===== config.mk =====
export PLATFORM = sky130hd
export DESIGN_NAME = imem_fetch_buf
export DESIGN_NICKNAME = d
export VERILOG_FILES = /design/src/rtl/imem_fetch_buf.sv
export SDC_FILE = /design/constraint.sdc
export NUM_CORES = 2
export LEC_CHECK = 0
export BUFFER_PORTS_ARGS = -buffer_cell sky130_fd_sc_hd__buf_2
export CAP_MARGIN = 10
export CORE_MARGIN = 2
export CORE_UTILIZATION = 63
export DETAILED_ROUTE_END_ITERATION = 6
export PLACE_DENSITY = 0.79
export SETUP_SLACK_MARGIN = 0.15
export SLEW_MARGIN = 20
export SYNTH_ARGS = -nofsm -noshare
export SYNTH_HDL_FRONTEND = slang
export SYNTH_SLANG_ARGS = --single-unit

===== constraint.sdc =====
create_clock -name clk -period 4 [get_ports clk]
set_input_delay 0.8 -clock clk [delete_from_list [all_inputs] [get_ports clk]]
set_output_delay 0.8 -clock clk [all_outputs]
set_load 0.05 [all_outputs]

===== src/rtl/imem_fetch_buf.sv =====
// imem_fetch_buf: writable instruction memory with a 1-cycle read and 2-entry response buffer
module imem_fetch_buf #(
  parameter int N      = 32,
  parameter int ADDR_W = 6,
  parameter int DEPTH  = 64
) (
  input  logic              clk,
  input  logic              reset_n,
  input  logic              ld_en,
  input  logic [ADDR_W-1:0] ld_addr,
  input  logic [N-1:0]      ld_data,
  output logic              ld_ready,
  output logic              ld_err,
  input  logic              req_valid,
  input  logic [ADDR_W-1:0] req_addr,
  output logic              req_ready,
  output logic              rsp_valid,
  output logic [N-1:0]      rsp_data,
  output logic              rsp_fault,
  input  logic              rsp_ready
);
  localparam logic [0:0] CLEAR = 1'b0;
  localparam logic [0:0] RUN   = 1'b1;
  localparam logic [ADDR_W:0] DEP = (ADDR_W+1)'(DEPTH);
  logic [N-1:0]      mem [DEPTH];
  logic [0:0]        state;
  logic [ADDR_W-1:0] clr_cnt;
  logic              sk_valid, sk_fault;
  logic [N-1:0]      sk_data;
  logic              run, ld_acc, ld_in, acc, req_fault, adv;
  logic [N-1:0]      rd_data;
  always_comb begin
    run       = state == RUN;
    ld_ready  = run;
    req_ready = run && !(rsp_valid && sk_valid);
    ld_acc    = ld_en && run;
    ld_in     = {1'b0, ld_addr} < DEP;
    acc       = req_valid && req_ready;
    req_fault = !({1'b0, req_addr} < DEP);
    adv       = !rsp_valid || rsp_ready;
    // write-first bypass so a same-cycle load is visible to the fetch
    rd_data   = req_fault ? '0 :
                (ld_acc && ld_in && ld_addr == req_addr) ? ld_data : mem[req_addr];
  end
  always_ff @(posedge clk) begin
    if (!run) mem[clr_cnt] <= '0;
    else if (ld_acc && ld_in) mem[ld_addr] <= ld_data;
  end
  // output register is the buffer head; skid entry holds the second response
  always_ff @(posedge clk or negedge reset_n) begin
    if (!reset_n) begin
      state     <= CLEAR;
      clr_cnt   <= '0;
      ld_err    <= 1'b0;
      rsp_valid <= 1'b0;
      rsp_data  <= '0;
      rsp_fault <= 1'b0;
      sk_valid  <= 1'b0;
      sk_data   <= '0;
      sk_fault  <= 1'b0;
    end else begin
      if (!run) begin
        clr_cnt <= clr_cnt + 1'b1;
        if (clr_cnt == ADDR_W'(DEPTH - 1)) state <= RUN;
      end
      ld_err <= ld_acc && !ld_in;
      if (adv) begin
        rsp_valid <= sk_valid || acc;
        if (sk_valid) begin
          rsp_data  <= sk_data;
          rsp_fault <= sk_fault;
        end else if (acc) begin
          rsp_data  <= rd_data;
          rsp_fault <= req_fault;
        end
        sk_valid <= sk_valid && acc;
        if (sk_valid && acc) begin
          sk_data  <= rd_data;
          sk_fault <= req_fault;
        end
      end else if (acc) begin
        sk_valid <= 1'b1;
        sk_data  <= rd_data;
        sk_fault <= req_fault;
      end
    end
  end
endmodule

* After elaboration in Yosys (flattened, before gate mapping)
Memories as Yosys holds them, arrays and structs flattened.
Cells that the tools add are included.
** Word-level totals
- Register bits :: 75
- Latch bits :: 0
- Bits of input ports :: 49
- Memory bits (writable) :: 2048
- Output and inout port bits :: 37
- Bits in read-only memories :: 0
- Memories kept :: 1
** Memories
- mem :: words 64, bits a word 32, read ports 1, clocked after memory_dff 0, wr ports 1, line 25 : logic [N-1:0] mem [DEPTH];
** Operators by class
- Reductions and logical operators :: 15
- Muxes and demuxes :: 20
- Add/sub/neg operators :: 1
- Equality and inequality tests :: 3
- Bitwise gates (word level) :: 0
- Shifts and indexed selects :: 0
- Divide/modulo/power cells :: 0
- $mul :: 0
- $lt $le $gt $ge :: 0
** Operator list (number)
- 2-to-1 mux 32 bit :: 6
- OR reduction 32 bit :: 1
- 2-to-1 mux 1 bit :: 13
- adder 6 x 1 -> 6 bit (second input constant) :: 1
- == test 6 bit :: 1
- == test 6 bit (second input constant) :: 1
- logical AND 1 bit :: 6
- 2-to-1 mux 6 bit :: 1
- AND reduction 2 bit :: 2
- nonzero test 2 bit :: 2
- logical NOT 1 bit :: 2
- logical OR 1 bit :: 2
- != test 2 x 1 -> 1 bit (second input constant) :: 1

* Logic depth before layout (Yosys ltp)
- Depth in word-level cells :: 7
- Gate-level depth with buffers :: 10

* Least setup slack after synthesis
No wires, ideal clock.
- Path kind :: input to register
- From :: input ld_en
- To :: memory mem[0][0] (enable)
- Buffers on the path :: 1
- Path slack :: 0.479 ns
- Data arrival time :: 3.100 ns
- Setup time :: 0.421 ns
- Stages on the path :: 6
- Cell sequence :: nand2_1 > clkbuf_1 > or3_1 > o31ai_1 > nand2_1 > nor2_1
** Between the ends
- Longest elaborated chain between the ends :: 6
- Elaborated cells on any way between the ends :: 7
- Those cells by class :: 5 x mux; 2 x reduce/logical
** RTL lines
- from (decl) :: line 9 : input logic ld_en,
- logical AND 1 bit (*) :: line 36 : ld_acc = ld_en && run;
- 2-to-1 mux 1 bit (*) :: line 47 : else if (ld_acc && ld_in) mem[ld_addr] <= ld_data;
- 2-to-1 mux 1 bit (*) :: line 46 : if (!run) mem[clr_cnt] <= '0;
- 2-to-1 mux 1 bit (implied by the code) (*) :: line 47
- OR reduction 32 bit (no source line)
- 2-to-1 mux 6 bit (no source line) or 2-to-1 mux 1 bit (tied branches)
- to (decl) :: line 25
Every way passes the cells marked *; elsewhere a longest branch is shown, timed or not.

* Final worst setup path
- From :: register state (netlist: ld_ready)
- To :: output req_ready
** Between the ends
- Longest elaborated chain between the ends :: 1
** RTL lines
- from (decl) :: line 26 : logic [0:0] state;
- from (signal assigned) :: line 52 : state <= CLEAR;
- from (signal assigned) :: line 64 : if (clr_cnt == ADDR_W'(DEPTH - 1)) state <= RUN;
- logical AND 1 bit :: line 35 : req_ready = run && !(rsp_valid && sk_valid);
- to (decl) :: line 16 : output logic req_ready,
No other way between the ends.

==> flow_metrics.env <==
export IMPL_ys_warnings_count=0
export IMPL_cts_buffer_depth=3
export IMPL_initial_core_util_pct=63.4
export IMPL_p_leak_nw=28.9
export IMPL_violations="DRC"
export IMPL_design_power_total_mw=43.9
export IMPL_synth_area_mm2=0.0831
export IMPL_die_area_mm2=0.135
export IMPL_syn_inst=4678
export IMPL_synth_edf_count=2048
export IMPL_design_area_mm2=0.0943
export IMPL_antenna_found_initial=18
export IMPL_drive_gt1_share_pct=16.0
export IMPL_cp_slowest_cell="dfrtp_1"
export IMPL_ant_nets=0
export IMPL_tns_ns=0
export IMPL_setup_violations_final=0
export IMPL_drc=1
export IMPL_wl_mm=222
export IMPL_skew_ns=0.0528
export IMPL_fin_util_pct=71.9
export IMPL_powerDensity_mw_per_mm2=466
export IMPL_ys_seq_elements=2121
export IMPL_status="complete, but fails checks"
export IMPL_slowest_delay_ns=0.61
export IMPL_boundaryPins=86
export IMPL_worstPathRequired_ns=3.20
export IMPL_globalRouteOverflowTotal=0
export IMPL_fin_nets=4961
export IMPL_grt_use_total_pct=33.0
export IMPL_ys_seq_area_share_pct=76.2
export IMPL_die_w_um=367
export IMPL_num_rows=133
export IMPL_max_slew_margin_pct=31.0
export IMPL_cts_resized=0
export IMPL_final_cell_count_no_fill=6826
export IMPL_critPathCaptureType="output pin"
export IMPL_io_buffers=83
export IMPL_dpl_cell_area_mm2=0.0880
export IMPL_rsz0062_at_grt="false"
export IMPL_worst_pin_slew_ns=1.02
export IMPL_hp_class="primary input to asynchronous set/reset pin"
export IMPL_cts_root_buf="clkbuf_16"
export IMPL_clkTransAtPathRegs_ns=0.07
export IMPL_htreeDepth=4
export IMPL_hold_slack_ns=0.0351
export IMPL_cts_setup_buffers=0
export IMPL_worst_slack_ns=0.805
export IMPL_synth_avg_cell_area_um2=17.8
export IMPL_post_place_ws_ns=0.547
export IMPL_async_flop_share_pct=3.44
export IMPL_critPathLaunchType="flip-flop"
export IMPL_fin_crit_ns=3.19
export IMPL_via_per_inst=6.90
export IMPL_place_inst=6465
export IMPL_post_route_period_util_pct=79.9
export IMPL_num_vias=47124
export IMPL_grt_pass1_wl_mm=319
export IMPL_fp_dieH_um=367
export IMPL_core_area_mm2=0.131
export IMPL_arrival_ns=2.39
export IMPL_numCtsBuffers=199
export IMPL_path_cells="buf_4 -> and2_1 -> buf_2"
export IMPL_wire_per_inst_um=32.5
export IMPL_clock_latency_ns=0.85
export IMPL_max_freq_mhz=313
export IMPL_ys_types=54
export IMPL_path_max_fanout=34
export IMPL_cts_tree="built"
export IMPL_critical_path_class="flip-flop to output pin"
export IMPL_dp_final_hpwl_mm=128
export IMPL_hold_violations=0
export IMPL_r2r_setup_slack_ns=0.89
export IMPL_drt_pass1_iter_count=7
export IMPL_ctsHoldBuffers=0
export IMPL_grt_pass1_vias=46142
export IMPL_area_delta_synth_final_pct=13.4
export IMPL_dominantRegCellSynth="edfxtp_1"
export IMPL_gp_congestion=0.994
export IMPL_maxCapViolations=0
export IMPL_drtIter0Drc=7009
export IMPL_drv_slew=0
export IMPL_peakVddDrop_uv=502
export IMPL_grt_max_degree=77
export IMPL_cts_sinks=2121
-- area by class of cell --
cell class | instances | area (µm²)
multi-input combinational | 2268 | 19000
fill | 7574 | 36900
antenna | 5 | 12.5
tap | 1755 | 2200
clock inverter | 100 | 1000
timing repair buffer | 318 | 3480
clock buffer | 256 | 5280
sequential | 2121 | 63300
inverter | 3 | 11.3
-- synthesized netlist by cell type, types with 2 or more instances --
| cell type | instances | area, µm² |
|---|---|---|
| clkbuf_1 | 121 | 454 |
| o221ai_1 | 32 | 280 |
| o21ai_1 | 64 | 320 |
| dfrtp_1 | 73 | 1830 |
| or3_1 | 6 | 37.5 |
| xnor2_1 | 7 | 61.3 |
| o21ai_0 | 36 | 180 |
| mux2i_1 | 894 | 8950 |
| nor3b_1 | 33 | 248 |
| o22ai_1 | 160 | 1000 |
| nor4_1 | 2 | 12.5 |
| a211oi_1 | 3 | 22.5 |
| and3_1 | 65 | 407 |
| mux2_2 | 8 | 90.1 |
| mux4_2 | 62 | 1400 |
| nor2_1 | 135 | 507 |
| clkbuf_2 | 2 | 10.0 |
| a32oi_1 | 2 | 17.5 |
| nor2b_2 | 2 | 17.5 |
| o21a_1 | 3 | 22.5 |
| nand3b_1 | 5 | 37.5 |
| or3b_1 | 4 | 35.0 |
| buf_6 | 7 | 78.8 |
| nand2b_1 | 8 | 50.1 |
| nor4_2 | 31 | 388 |
| and2_1 | 2 | 12.5 |
| buf_1 | 8 | 30.0 |
| a22oi_1 | 327 | 2450 |
| buf_4 | 16 | 120 |
| nor2b_1 | 5 | 31.3 |
| a22oi_2 | 20 | 250 |
| nand3_1 | 41 | 205 |
| buf_2 | 133 | 666 |
| nand2_1 | 193 | 724 |
| edfxtp_1 | 2048 | 61500 |
| a21oi_1 | 95 | 475 |
| xor2_1 | 4 | 35.0 |
| inv_1 | 3 | 11.3 |
| o31ai_1 | 3 | 22.5 |
-- sequential cells by signal, indices dropped and copies added (netlist names) --
name / flops
sk_data: 32
clr_cnt: 6
rsp_valid: 1
mem: 2048
ld_ready: 1
rsp_data: 32
sk_valid: 1
-- cell usage in the layout, fill, tap and decap left out, types with 7 or more instances in the layout --
master / netlist / routed
a22oi_2: 20 / 20
dfrtp_1: 73 / 72
o21ai_0: 36 / 36
clkinv_1: 0 / 39
nor4_2: 31 / 31
and3_1: 65 / 33
a21oi_1: 95 / 95
o21ai_1: 64 / 64
xnor2_1: 7 / 7
bufinv_16: 0 / 15
o221ai_1: 32 / 32
mux4_2: 62 / 62
nand3_1: 41 / 41
buf_2: 133 / 80
clkinv_2: 0 / 29
nor2_4: 0 / 67
nand2_1: 193 / 192
nor2_1: 135 / 67
buf_4: 16 / 134
a22oi_1: 327 / 327
o22ai_1: 160 / 160
mux2i_1: 894 / 894
nor3b_1: 33 / 33
and3_2: 0 / 32
buf_12: 0 / 102
edfxtp_1: 2048 / 2048
mux2_2: 8 / 8
nand2b_1: 8 / 8
clkbuf_16: 0 / 202
clkbuf_1: 121 / 52
-- final timing paths --
check / startpoint / cells after the start / endpoint
min: reset_n / 1 / rsp_data[0]$_DFFE_PN0P_
max in group asynchronous: reset_n / 2 / clr_cnt[0]$_DFFE_PN0N_
max: ld_ready$_DFF_PN0_ / 3 / req_ready
min reg2reg: sk_data[6]$_DFFE_PN0P_ / 2 / sk_data[6]$_DFFE_PN0P_
min in group clk: rsp_ready / 2 / sk_valid$_DFFE_PN0P_
max reg2reg: ld_ready$_DFF_PN0_ / 6 / mem[56][9]$_DFFE_PP_
-- cell families (layout without fill, tap and decap cells) --
| family | after synthesis | in the layout | share of synthesized area, % |
|---|---|---|---|
| flops | 2121 | 2121 | 76.2 |
| other cells | 1 | 7 | 0.00451 |
| fa+ha+maj | 1 | 1 | 0.0151 |
| buf+inv | 290 | 677 | 1.65 |
| xor+xnor | 11 | 11 | 0.116 |
| simple gates | 539 | 539 | 3.32 |
| mux | 964 | 964 | 12.6 |
| compound gates | 751 | 751 | 6.13 |
-- report_power, final --
group          switching [mW]  leakage (nW)  internal, mW
Sequential             0.0422          15.2          24.0
Combinational            1.06          10.6         0.497
Clock                    8.05          3.05          10.3
-- worst max-delay path: cells and delay by family (launching register included) --
kind | cells | cell delay (ns)
buffers and inverters | 2 | 0.73
DFF | 1 | 0.61
and+or+nand+nor | 1 | 0.19
-- routing by layer --
metal	vias up	track usage (%)	wire (µm)
li1	19221	-	-
met1	23890	43.9	77300
met2	3368	48.6	100000
met3	625	10.9	30600
met4	20	17.7	13500
met5	-	0	133
(Power assumes the default switching activity.)
